<file path="src/rtl/sequence_generator_moore.sv">
// Frame serializer (MSB-first, GAP idle zeros between frames) with an overlapping Moore matcher on its own line.
// Latency 1 from accept to first bit; one-deep skid register, in_ready deasserts while it is full.
module sequence_generator_moore #(
  parameter int                 WIDTH   = 16,
  parameter int                 LEN_W   = 5,
  parameter int                 GAP     = 2,
  parameter int                 PAT_LEN = 4,
  parameter logic [PAT_LEN-1:0] PATTERN = 4'b1011,
  parameter int                 CNT_W   = 8
) (
  input  logic              clock,
  input  logic              reset,
  input  logic [WIDTH-1:0]  in_data,
  input  logic [LEN_W-1:0]  in_len,
  input  logic              in_valid,
  output logic              in_ready,
  output logic              sequence_out,
  output logic              out_valid,
  output logic              frame_start,
  output logic              frame_done,
  output logic              busy,
  output logic              pattern_hit,
  output logic [CNT_W-1:0]  pattern_count
);

  localparam int MS_W = $clog2(PAT_LEN + 1);
  localparam int GC_W = 4;
  localparam logic [GC_W-1:0] GAP_M1 = (GAP > 0) ? GC_W'(GAP - 1) : '0;

  localparam logic [1:0] S_IDLE  = 2'd0;
  localparam logic [1:0] S_SHIFT = 2'd1;
  localparam logic [1:0] S_GAP   = 2'd2;

  logic [1:0]       state;
  logic [WIDTH-1:0] shift_reg;
  logic [LEN_W-1:0] bit_cnt;
  logic             first_bit;
  logic [GC_W-1:0]  gap_cnt;
  logic [WIDTH-1:0] pend_data;
  logic [LEN_W-1:0] pend_len;
  logic             pend_full;
  logic [MS_W-1:0]  mstate;
  logic [MS_W-1:0]  mstate_nxt;
  logic [CNT_W-1:0] hit_cnt;

  logic [LEN_W-1:0] acc_len;
  logic [WIDTH-1:0] acc_data;
  logic             accept;
  logic             acc_nz;
  logic             load_pt;
  logic             take_pend;
  logic             store_pend;
  logic             pend_full_nxt;

  // Incoming frame is clamped and left-aligned so its first bit sits at the MSB.
  always_comb begin
    acc_len  = (int'(in_len) > WIDTH) ? LEN_W'(WIDTH) : in_len;
    acc_data = in_data << (WIDTH - int'(acc_len));
  end

  assign accept = in_valid && in_ready;
  assign acc_nz = accept && (acc_len != '0);

  always_comb begin
    load_pt = 1'b0;
    case (state)
      S_IDLE:  load_pt = 1'b1;
      S_SHIFT: load_pt = (bit_cnt == LEN_W'(1)) && (GAP == 0);
      S_GAP:   load_pt = (gap_cnt == '0);
      default: load_pt = 1'b1;
    endcase
    take_pend     = load_pt && pend_full;
    store_pend    = acc_nz && !(load_pt && !pend_full);
    pend_full_nxt = (pend_full && !take_pend) || store_pend;
  end

  always_ff @(posedge clock) begin
    if (reset) begin
      state     <= S_IDLE;
      shift_reg <= '0;
      bit_cnt   <= '0;
      first_bit <= 1'b0;
      gap_cnt   <= '0;
      pend_data <= '0;
      pend_len  <= '0;
      pend_full <= 1'b0;
      in_ready  <= 1'b1;
    end else begin
      case (state)
        S_SHIFT: begin
          if (bit_cnt > LEN_W'(1)) begin
            shift_reg <= shift_reg << 1;
            bit_cnt   <= bit_cnt - 1'b1;
            first_bit <= 1'b0;
          end else if (GAP > 0) begin
            state   <= S_GAP;
            gap_cnt <= GAP_M1;
          end
        end
        S_GAP: begin
          if (gap_cnt != '0) gap_cnt <= gap_cnt - 1'b1;
        end
        default: ;
      endcase

      // The pending frame always wins over a new arrival to keep order.
      if (load_pt) begin
        if (pend_full) begin
          shift_reg <= pend_data;
          bit_cnt   <= pend_len;
          first_bit <= 1'b1;
          state     <= S_SHIFT;
        end else if (acc_nz) begin
          shift_reg <= acc_data;
          bit_cnt   <= acc_len;
          first_bit <= 1'b1;
          state     <= S_SHIFT;
        end else begin
          state <= S_IDLE;
        end
      end

      if (store_pend) begin
        pend_data <= acc_data;
        pend_len  <= acc_len;
      end
      pend_full <= pend_full_nxt;
      in_ready  <= !pend_full_nxt;
    end
  end

  assign out_valid    = (state == S_SHIFT);
  assign sequence_out = out_valid && shift_reg[WIDTH-1];
  assign frame_start  = out_valid && first_bit;
  assign frame_done   = out_valid && (bit_cnt == LEN_W'(1));
  assign busy         = (state != S_IDLE) || pend_full;

  // KMP transition: longest pattern prefix that is a suffix of (matched prefix + new bit).
  function automatic logic [MS_W-1:0] next_match(input logic [MS_W-1:0] m, input logic b);
    int                 best;
    int                 j;
    logic               ok;
    logic               c;
    logic [PAT_LEN-1:0] tmp;
    best = 0;
    for (int k = 1; k <= PAT_LEN; k++) begin
      ok = (k <= int'(m) + 1);
      for (int i = 0; i < PAT_LEN; i++) begin
        if (ok && (i < k)) begin
          j = int'(m) + 1 - k + i;
          if (j == int'(m)) begin
            c = b;
          end else begin
            tmp = PATTERN >> (PAT_LEN - 1 - j);
            c   = tmp[0];
          end
          tmp = PATTERN >> (PAT_LEN - 1 - i);
          if (c != tmp[0]) ok = 1'b0;
        end
      end
      if (ok) best = k;
    end
    return MS_W'(best);
  endfunction

  assign mstate_nxt = next_match(mstate, sequence_out);

  always_ff @(posedge clock) begin
    if (reset) begin
      mstate  <= '0;
      hit_cnt <= '0;
    end else begin
      mstate <= mstate_nxt;
      if ((mstate_nxt == MS_W'(PAT_LEN)) && (hit_cnt != '1)) hit_cnt <= hit_cnt + 1'b1;
    end
  end

  assign pattern_hit   = (mstate == MS_W'(PAT_LEN));
  assign pattern_count = hit_cnt;

endmodule
</file>
<file path="config.mk">
export PLATFORM = sky130hd
export DESIGN_NAME = sequence_generator_moore
export DESIGN_NICKNAME = d
export VERILOG_FILES = /design/src/rtl/sequence_generator_moore.sv
export SDC_FILE = /design/constraint.sdc
export NUM_CORES = 1
export LEC_CHECK = 0
export CAP_MARGIN = 15
export CORE_UTILIZATION = 55
export CTS_CLUSTER_DIAMETER = 60
export DETAILED_ROUTE_END_ITERATION = 8
export DONT_BUFFER_PORTS = 1
export GPL_ROUTABILITY_DRIVEN = 0
export PLACE_DENSITY = 0.73
export SLEW_MARGIN = 0
export SYNTH_ARGS = -nofsm -noshare
export SYNTH_HDL_FRONTEND = slang
export SYNTH_SLANG_ARGS = --single-unit
</file>
<file path="constraint.sdc">
create_clock -name clock -period 4.2 [get_ports clock]
set_clock_uncertainty 0.1 [all_clocks]
set_input_delay 0.21 -clock clock [delete_from_list [all_inputs] [get_ports clock]]
set_output_delay 0.21 -clock clock [all_outputs]
set_load 0.05 [all_outputs]
</file>
==> reports/metrics.cfg, run 1 <==
[outcome]
status=complete, no violations

[synth]
syn_nets=635
synth_edf_count=0
synthesis.area_um2=4860
yosys_warnings=0
synth_common_cells=62 x dfxtp_1, 47 x nand2_1, 47 x nor2_1, 32 x a21oi_1, 32 x ha_1
synthCells=579
synth_flop_cell=dfxtp_1
synth_top_area_share_pct=25.5
syn_area_per_cell_um2=8.39
synthArstFlopShare_pct=0
synth_seq_area_share_pct=25.5
ys_ff_latch=62
ys_top_cells_by_area=dfxtp_1 26%, ha_1 8.2%, mux2i_1 5.8%
ys_types=73
synth.most_common_cell=dfxtp_1
yosys.area.top_type=dfxtp_1

[cts]
clk_latency_ns=0.36
postCtsSetupBuffers=0
tritoncts=built
root_buffer=clkbuf_8
numCtsBuffers=9
path_clk_slew_ns=0.07
htreeDepth=3
clock_sinks=62
clockBufferDepth=2

[min_path]
hp-start=reset
min_path_type=input port to flip-flop
hold_depth=2
hold_end=pattern_count[0]

[timing]
tns_ns=0
tightestPinTransition_ns=1.08
min_period_ns=3.91
hold_slack_ns=0.0248
rsz0062_at_grt=false
relSlewSlack_pct=27.8
setup_viol=0
hold_violations=0
slew_viol_final=0
timing.final.crit_share_pct=93.1
fmax_mhz=256

[final_layout]
drive_above_1_share_pct=11.0
fin_nets=625
fill_cells=742
diodes=0
synthToLayoutAreaGrowth_pct=6.26

[power_and_ir_drop]
pwr-share-seq_pct=26.8
intPower_w=0.00146
p_clk_share_pct=21.5
ir_drop_uv=217
p_per_area_nw_per_um2=480
netSwitchingPower_w=0.00102
leakage_nw=1.90
p_comb_share_pct=51.7
swShare_pct=41.0

[place]
dp_hpwl_mm=8.55
port_buffers=0

[detailed_routing]
viasPerCell=6.50
drt-wirelength-per-cell_um=17.4
drt_wl_total_mm=11.8
wl_met2_mm=5.48
top_layer=met4
first_pass_iters=6
detail-route-antenna-nets=0
drtIter0Drc=266
wl_met3_um=786
wl_met1_mm=5.34
drc=0
vias=4411

[floorplan]
dieArea_um2=9220
core.rowCount=33
fp.coreArea_um2=8380
initial_core_util_pct=58.0
dieWidth_um=96
num_io_pins=39
die_h_um=96

[global_routing]
grt_first_pass_wirelength_mm=19.6
grt_max_degree=39
grt_pass1_vias=4230
grt.total_usage_pct=27.1
gr-total-overflow=0
antenna_found_initial=0

[critical_path]
r2r_cells=14
r2r_slack_ns=0.29
worstSetupStartpointType=flip-flop
timing.rr.start=mstate[1]
path_class=flip-flop to flip-flop
worstPathRequired_ns=4.39
r2r-end=pattern_count[2]
arrival_ns=4.10
path_max_fanout=10
endpoint_kind=flip-flop

[flow_run]
drv_cap=0

## layout by cell type (no fill, tap or decap), types with 4 or more instances in the layout
cell       synthesis  layout
mux4_2            11      11
a221oi_1           6       6
nand3_1           20      20
nor3_1            14      14
a21oi_1           32      32
nor3b_1            6       6
or4_1              7       7
buf_4              0      10
mux2i_1           28      28
nand2_1           47      47
mux2_2             6       6
inv_1             24      24
o22ai_1            7       7
a32oi_1            7       7
a311oi_1           4       4
and3_1            11      11
o31ai_1            4       4
xnor2_1           10       9
nor2b_1            9       9
o2111ai_1          4       4
ha_1              32      32
and2_1             7       7
a22oi_1           11      11
a211oi_1           6       6
a31oi_1            9       9
o211ai_1           4       4
nand2b_1           7       7
dfxtp_1           62      61
xor2_1             7       7
clkbuf_8           0       9
a31o_2             6       6
nor2_1            47      47
nand4_1            6       6
o21ai_0           24      24
## metrics by stage
| step | setup WS (ns) | instances | instance area [µm²] | utilization [%] | power, W |
|---|---|---|---|---|---|
| floorplan | 0.347 | 579 | 4860 | - | 0.00170 |
| global placement | 0.353 | 660 | 4920 | 58.7 | 0.00188 |
| detailed placement | 0.0783 | 660 | 4920 | 58.7 | 0.00192 |
| CTS | 0.0592 | 679 | 5150 | 61.5 | 0.00246 |
| global route | 0.0138 | 679 | 5160 | 61.6 | 0.00265 |
| finish | 0.289 | 679 | 5160 | 61.6 | 0.00248 |
## per-layer routing
layer	track usage [%]	up-vias
met4	7.96	0
li1	-	2167
met2	44.9	149
met1	35.4	2077
met3	5.53	18
met5	0	-
## repair_timing
| action | 4_1_cts | 5_1_grt |
|---|---|---|
| endpoints found under the hold margin | 38 | 0 |
| gates resized for setup | 0 | 2 |
| endpoints found under the setup margin | 0 | 8 |
| hold buffers | 3 | 0 |
## power by group through the flow
stage          clock, W  sequential [W]  combinational [W]
2_1_floorplan         0        0.000657            0.00104
3_3_place_gp          0        0.000674            0.00121
3_5_place_dp          0        0.000676            0.00124
4_1_cts        0.000537        0.000663            0.00126
6_report       0.000533        0.000665            0.00128
5_1_grt        0.000564        0.000671            0.00142
## worst max-delay path by stage
stage,startpoint,endpoint,slack (ns),cells past startpoint
after floorplan,mstate[0],pattern_count[2],0.35,18
after global placement,mstate[0],pattern_count[2],0.35,14
after detailed placement,mstate[0],pattern_count[3],0.08,14
after CTS,mstate[0],pattern_count[2],0.06,14
after global routing,mstate[1],pattern_count[2],0.01,14
final,mstate[1],pattern_count[2],0.29,14
## worst max-delay path, stage by stage (launching register included)
cell and delay, ns:
dfxtp_1 0.53, inv_1 0.18, ha_1 0.45, ha_1 0.33, nand2b_4 0.11, xnor2_1 0.27
ha_1 0.27, nand2_1 0.07, ha_1 0.28, nand4_1 0.09, nor3_1 0.05, a31o_2 0.26
and3_4 0.21, or4_1 0.50, a21oi_1 0.14
## area by class of cell
type | count | area [µm²] | share of cell area [%]
inverters | 24 | 90.1 | 1.74
clock buffers | 9 | 124 | 2.40
multi-input cells | 459 | 3390 | 65.6
clock inverters | 7 | 73.8 | 1.43
well taps | 105 | 131 | 2.54
repair buffers | 13 | 115 | 2.23
flip-flops and latches | 62 | 1240 | 24.1
## cell families (layout without fill, tap and decap cells)
kind of cell	count (synthesis)	in the layout	synth area share (%)
simple gates	200	200	21.1
compound gates	162	162	23.5
flops	62	62	25.5
buf+inv	58	53	4.99
mux	45	45	12.3
fa+ha+maj	32	32	8.24
xor+xnor	20	20	4.35
(Power assumes the default switching activity.)
==> run 2, diff against run 1 <==
--- a/config.mk
+++ b/config.mk
@@ -7,11 +7,11 @@
 export LEC_CHECK = 0
 export CAP_MARGIN = 15
 export CORE_UTILIZATION = 55
-export CTS_CLUSTER_DIAMETER = 60
 export DETAILED_ROUTE_END_ITERATION = 8
 export DONT_BUFFER_PORTS = 1
 export GPL_ROUTABILITY_DRIVEN = 0
 export PLACE_DENSITY = 0.73
+export SETUP_SLACK_MARGIN = 0.5
 export SLEW_MARGIN = 0
 export SYNTH_ARGS = -nofsm -noshare
 export SYNTH_HDL_FRONTEND = slang
==> run 2 against run 1 <==
Net effect:
- utilization increased by 0.99 points
- die area unchanged
- global-route usage rose by 0.48 points
- critical path type unchanged
- largest cell class unchanged
- setup slack improved by 0.40 ns
==> reports/metrics.cfg, run 2 (synthesis results as in run 1) <==
[power_and_ir_drop]
netSwitchingPower_w=0.00103  ; +1.1%
ir_drop_uv=245  ; +13%
pwr-share-seq_pct=25.7  ; -1.1 points
p_per_area_nw_per_um2=487  ; +1.5%
swShare_pct=40.2  ; -0.80 points
intPower_w=0.00153  ; +4.5%
leakage_nw=1.92  ; +1.1%
p_comb_share_pct=53.4  ; +1.7 points
p_clk_share_pct=20.9  ; -0.6 points

[detailed_routing]
first_pass_iters=5  ; -1
drtIter0Drc=182  ; -32%
drt-wirelength-per-cell_um=17.6  ; +1.3%
viasPerCell=6.54  ; +0.60%
drt_wl_total_mm=12.0  ; +1.5%
drc=0  ; unchanged
detail-route-antenna-nets=0  ; unchanged
vias=4444  ; +0.75%

[timing]
rsz0062_at_grt=false
relSlewSlack_pct=28.0  ; +0.25 points
fmax_mhz=285  ; +11%
tightestPinTransition_ns=1.07  ; -0.00366 ns
fin_ws_ns=0.686  ; +0.397 ns
hold_violations=0  ; unchanged
setup_viol=0  ; unchanged
tns_ns=0  ; unchanged
timing.final.crit_share_pct=83.7  ; -9.5 points
slew_viol_final=0  ; unchanged
min_period_ns=3.51  ; -0.397 ns

[critical_path]
arrival_ns=3.69  ; -0.41 ns
timing.rr.start=mstate[1]
r2r_cells=15  ; +1
max_stage_delay_ns=0.50  ; -0.03 ns
cp_common_cell=ha_4
r2r-end=pattern_count[2]
path_class=flip-flop to flip-flop
worstSetupStartpointType=flip-flop
cp_slowest_cell=or4_1
crit_chain=buf_4 > inv_1 > ha_4 > ha_4 > nand2b_4 > xnor2_4 > ha_2 > nand2_1 > ha_1 > nand4_1 > nor3_1 > a31o_2 > and3_4 > or4_1 > a21oi_1
path_buf_inv=2  ; +1
endpoint_kind=flip-flop
path_max_fanout=10  ; unchanged
worstPathRequired_ns=4.37  ; -0.02 ns
r2r_slack_ns=0.69  ; +0.40 ns
cp_top_family=simple AND/OR/NAND/NOR gates

[floorplan]
dieArea_um2=9220  ; unchanged
dieWidth_um=96  ; unchanged
num_io_pins=39  ; unchanged
core.rowCount=33  ; unchanged
fp.coreArea_um2=8380  ; unchanged
die_h_um=96  ; unchanged
initial_core_util_pct=58.0  ; unchanged

[final_layout]
drive_above_1_share_pct=12.5  ; +1.5 points
layout_common_cells=61 x dfxtp_1, 47 x nand2_1, 47 x nor2_1
fin_nets=626  ; +0.16%
layout.cells.most_common=dfxtp_1
fill_cells=755  ; +1.8%
diodes=0  ; unchanged
synthToLayoutAreaGrowth_pct=7.96

[global_routing]
grt_first_pass_wirelength_mm=19.8  ; +1.2%
grt_pass1_vias=4263  ; +0.78%
grt.total_usage_pct=27.6  ; +0.48 points
gr-total-overflow=0  ; unchanged
grt_max_degree=39  ; unchanged
antenna_found_initial=0  ; unchanged

[cts]
clk_latency_ns=0.34  ; -0.02 ns
path_clk_slew_ns=0.07  ; about the same
clockBufferDepth=2  ; unchanged
htreeDepth=3  ; unchanged
tritoncts=built
numCtsBuffers=9  ; unchanged
clock_sinks=62  ; unchanged
root_buffer=clkbuf_8
postCtsSetupBuffers=0  ; unchanged

[min_path]
min_path_type=input port to flip-flop
hold_depth=2  ; unchanged
hp-start=reset
hold_end=pattern_count[0]

[place]
port_buffers=0  ; unchanged
dp_hpwl_mm=8.70  ; +1.8%
post-place-ws_ns=0.476  ; +0.397 ns

[outcome]
status=complete, no violations

[flow_run]
drv_cap=0  ; unchanged

run 2: cell count changes in the layout (fill, tap and decap cells not counted), moves of 2 or more:
cell,previous run,this run
xnor2_1,9,7
ha_1,32,27
ha_4,0,3
buf_4,10,12
ha_2,0,2
run 2: worst max-delay path by stage:
stage / from / endpoint / slack (ns) / depth (start not counted)
floorplan: mstate[0] / pattern_count[2] / 0.51 / 17
global placement: mstate[0] / pattern_count[2] / 0.62 / 15
detailed placement: mstate[0] / pattern_count[2] / 0.48 / 13
CTS: mstate[0] / pattern_count[2] / 0.56 / 15
global route: mstate[1] / pattern_count[3] / 0.53 / 15
finish: mstate[1] / pattern_count[2] / 0.69 / 15
run 2: area by class of cell:
class	instances	area (µm²)	share of cell area, %
Sequential cell	62	1240	23.7
Timing Repair Buffer	14	120	2.29
Tap cell	105	131	2.50
Multi-Input combinational cell	459	3460	66.0
Clock buffer	11	141	2.69
Clock inverter	5	57.6	1.10
Inverter	24	90.1	1.72
run 2: timing repair:
action,CTS,global route
hold endpoints to repair,38,0
gates resized for setup,3,8
pin swaps,0,1
setup endpoints to repair,3,10
hold buffers,2,0
run 2: worst reg2reg max path, stage by stage, from the launching register on:
cell and delay, ns:
dfxtp_1 0.38, buf_4 0.19, inv_1 0.13, ha_4 0.34
ha_4 0.18, nand2b_4 0.11, xnor2_4 0.17, ha_2 0.22
nand2_1 0.06, ha_1 0.27, nand4_1 0.12, nor3_1 0.06
a31o_2 0.25, and3_4 0.21, or4_1 0.50, a21oi_1 0.16
run 2: routing by layer:
layer  vias up  part of all wire (%)  track usage (%)
li1       2168                     -                -
met1      2122                    46             36.5
met2       130                    47             43.6
met3        24                   5.2             4.90
met4         0                   2.4             12.6
met5         -                     0                0
run 2: metrics by stage:
step	cells	hold WS (ns)	util, %	cell area (µm²)	power (W)
final	680	0.0155	62.6	5250	0.00256
after global routing	680	0.0249	62.6	5250	0.00273
after CTS	680	0.0122	61.9	5190	0.00250
after detailed placement	662	0.186	59.1	4950	0.00194
after global placement	662	0.183	59.1	4950	0.00191
after floorplan	579	0.285	-	4880	0.00172
run 2: power by group through the flow:
stage	combinational [W]	sequential (W)	clock [W]
3_3_place_gp	0.00124	0.000664	0
3_5_place_dp	0.00127	0.000666	0
6_report	0.00136	0.000657	0.000534
5_1_grt	0.00150	0.000662	0.000573
4_1_cts	0.00130	0.000654	0.000543
2_1_floorplan	0.00106	0.000657	0
==> run 3, diff against run 2 <==
==> constraint.sdc (replaced) <==
create_clock -name clock -period 3.5 [get_ports clock]
set_clock_uncertainty 0.1 [all_clocks]
set_input_delay 0.175 -clock clock [delete_from_list [all_inputs] [get_ports clock]]
set_output_delay 0.175 -clock clock [all_outputs]
set_load 0.05 [all_outputs]
==> run 3 against run 2 <==
Net effect:
- utilization up 6.0 points
- register-to-register slack worse by 0.28 ns
- first-iteration DRC count grew 81%
- wire length rose by 13%
- total power increased by 36%
- sequential power up 20%
- critical endpoint is now pattern_count[3]
- largest cell class unchanged
- largest power group unchanged
- highest routed layer unchanged
==> reports/metrics.cfg, run 3 (synthesis results as in run 1) <==
[final_layout]
layout.cells.most_common=dfxtp_1
layout_common_cells=59 x dfxtp_1, 46 x nand2_1, 46 x nor2_1
synthToLayoutAreaGrowth_pct=18.3
fin_nets=653  ; +4.3%
fill_cells=683  ; -9.5%
diodes=0  ; unchanged
drive_above_1_share_pct=20.8  ; +8.2 points

[timing]
setup_viol=0  ; unchanged
hold_slack_ns=0.0685  ; +0.0530 ns
relSlewSlack_pct=50.4  ; +22 points
tightestPinTransition_ns=0.741  ; -0.333 ns
timing.final.crit_share_pct=88.5  ; +4.9 points
min_period_ns=3.10  ; -0.415 ns
fmax_mhz=323  ; +13%
hold_violations=0  ; unchanged
slew_viol_final=0  ; unchanged
rsz0062_at_grt=true
tns_ns=0  ; unchanged

[critical_path]
worstPathRequired_ns=3.68  ; -0.69 ns
cp_slowest_cell=or4_1
path_max_fanout=8  ; -2
path_buf_inv=0  ; -2
endpoint_kind=flip-flop
r2r_slack_ns=0.40  ; -0.28 ns
path_class=flip-flop to flip-flop
crit_chain=ha_4 > xnor2_4 > ha_4 > nand2b_4 > xnor2_4 > ha_2 > nand2_1 > ha_1 > nand4_1 > nor3_2 > a31o_2 > and3_4 > or4_1 > a21oi_1
cp_top_family=simple AND/OR/NAND/NOR gates
max_stage_delay_ns=0.40  ; -0.10 ns
worstSetupStartpointType=flip-flop
arrival_ns=3.28  ; -0.41 ns

[power_and_ir_drop]
p_per_area_nw_per_um2=604  ; +24%
power_w=0.00347  ; +36%
leakage_nw=2.14  ; +12%
ir_drop_uv=293  ; +20%

[cts]
clk_latency_ns=0.35  ; about the same
clockBufferDepth=2  ; unchanged
numCtsBuffers=9  ; unchanged
clock_sinks=62  ; unchanged
root_buffer=clkbuf_8
htreeDepth=3  ; unchanged
tritoncts=built
path_clk_slew_ns=0.08  ; about the same

[place]
dp_hpwl_mm=9.23  ; +6.1%
port_buffers=0  ; unchanged

[detailed_routing]
wl_met2_mm=6.73  ; +20%
viasPerCell=6.71  ; +2.7%
drt-wirelength-per-cell_um=19.1  ; +8.4%
top_layer=met4
wl_met1_mm=5.59  ; +2.2%
wl_met3_um=717  ; +16%
drt_wl_total_mm=13.5  ; +13%
vias=4746  ; +6.8%
detail-route-antenna-nets=0  ; unchanged
drc=0  ; unchanged
first_pass_iters=5  ; unchanged
drtIter0Drc=329  ; +81%

[floorplan]
dieWidth_um=96  ; unchanged
die_h_um=96  ; unchanged
dieArea_um2=9220  ; unchanged
core.rowCount=33  ; unchanged
initial_core_util_pct=58.0  ; unchanged
num_io_pins=39  ; unchanged
fp.coreArea_um2=8380  ; unchanged

[outcome]
status=complete, no violations

[global_routing]
gr-total-overflow=0  ; unchanged
grt.total_usage_pct=30.2  ; +2.6 points
grt_first_pass_wirelength_mm=21.4  ; +8.1%
grt_max_degree=36  ; -7.7%
grt_pass1_vias=4435  ; +4.0%
antenna_found_initial=0  ; unchanged

[min_path]
min_path_type=input port to flip-flop

[flow_run]
drv_cap=0  ; unchanged

==> run 3: worst paths after layout <==
path                           end  cells past startpoint     startpoint
setup / recovery  pattern_count[3]                     14      mstate[0]
hold / removal       shift_reg[14]                      3          reset
setup reg to reg  pattern_count[3]                     14      mstate[0]
hold reg to reg      pend_data[11]                      2  pend_data[11]
==> run 3: worst reg2reg max path: stages (launching register included) <==
cell      delay [ns]
dfxtp_4         0.37
ha_4            0.18
xnor2_4         0.23
ha_4            0.19
nand2b_4        0.10
xnor2_4         0.17
ha_2            0.22
nand2_1         0.06
ha_1            0.28
nand4_1         0.14
nor3_2          0.05
a31o_2          0.21
and3_4          0.18
or4_1           0.40
a21oi_1         0.16
==> run 3: layer usage <==
| metal | vias up | global-route usage (%) |
|---|---|---|
| met5 | - | 0 |
| met4 | 0 | 12.1 |
| met3 | 46 | 5.69 |
| met2 | 175 | 51.8 |
| met1 | 2304 | 37.2 |
| li1 | 2221 | - |
==> run 3: report_power, final <==
| group | total, W | internal (W) | switching [W] |
|---|---|---|---|
| sequential | 0.000790 | 0.000751 | 0.0000386 |
| combinational | 0.00196 | 0.000930 | 0.00103 |
| clock | 0.000719 | 0.000422 | 0.000297 |
==> run 3: what timing repair did <==
action                                 in CTS  in global routing
hold buffers                                7                  0
pin swaps                                  10                 11
resized for setup                          13                 32
setup endpoints to repair                  11                 10
gates cloned                                0                  0
setup buffers                              11                  6
endpoints found under the hold margin      39                  0
==> run 3: layout make-up <==
class | count | area, µm² | area share (%)
multi-input combinational | 459 | 3700 | 64.4
sequential | 62 | 1250 | 21.7
tap | 105 | 131 | 2.28
timing repair buffer | 41 | 352 | 6.11
clock buffer | 11 | 141 | 2.46
clock inverter | 5 | 81.3 | 1.41
inverter | 24 | 92.6 | 1.61
==> run 3: per-stage QoR <==
step | instances | instance area (µm²) | utilization, % | setup WS, ns
2_1_floorplan | 579 | 5010 | - | 0.243
3_3_place_gp | 667 | 5080 | 60.6 | 0.302
3_5_place_dp | 667 | 5080 | 60.6 | 0.194
4_1_cts | 701 | 5530 | 65.9 | 0.462
5_1_grt | 707 | 5750 | 68.6 | 0.332
6_report | 707 | 5750 | 68.6 | 0.401
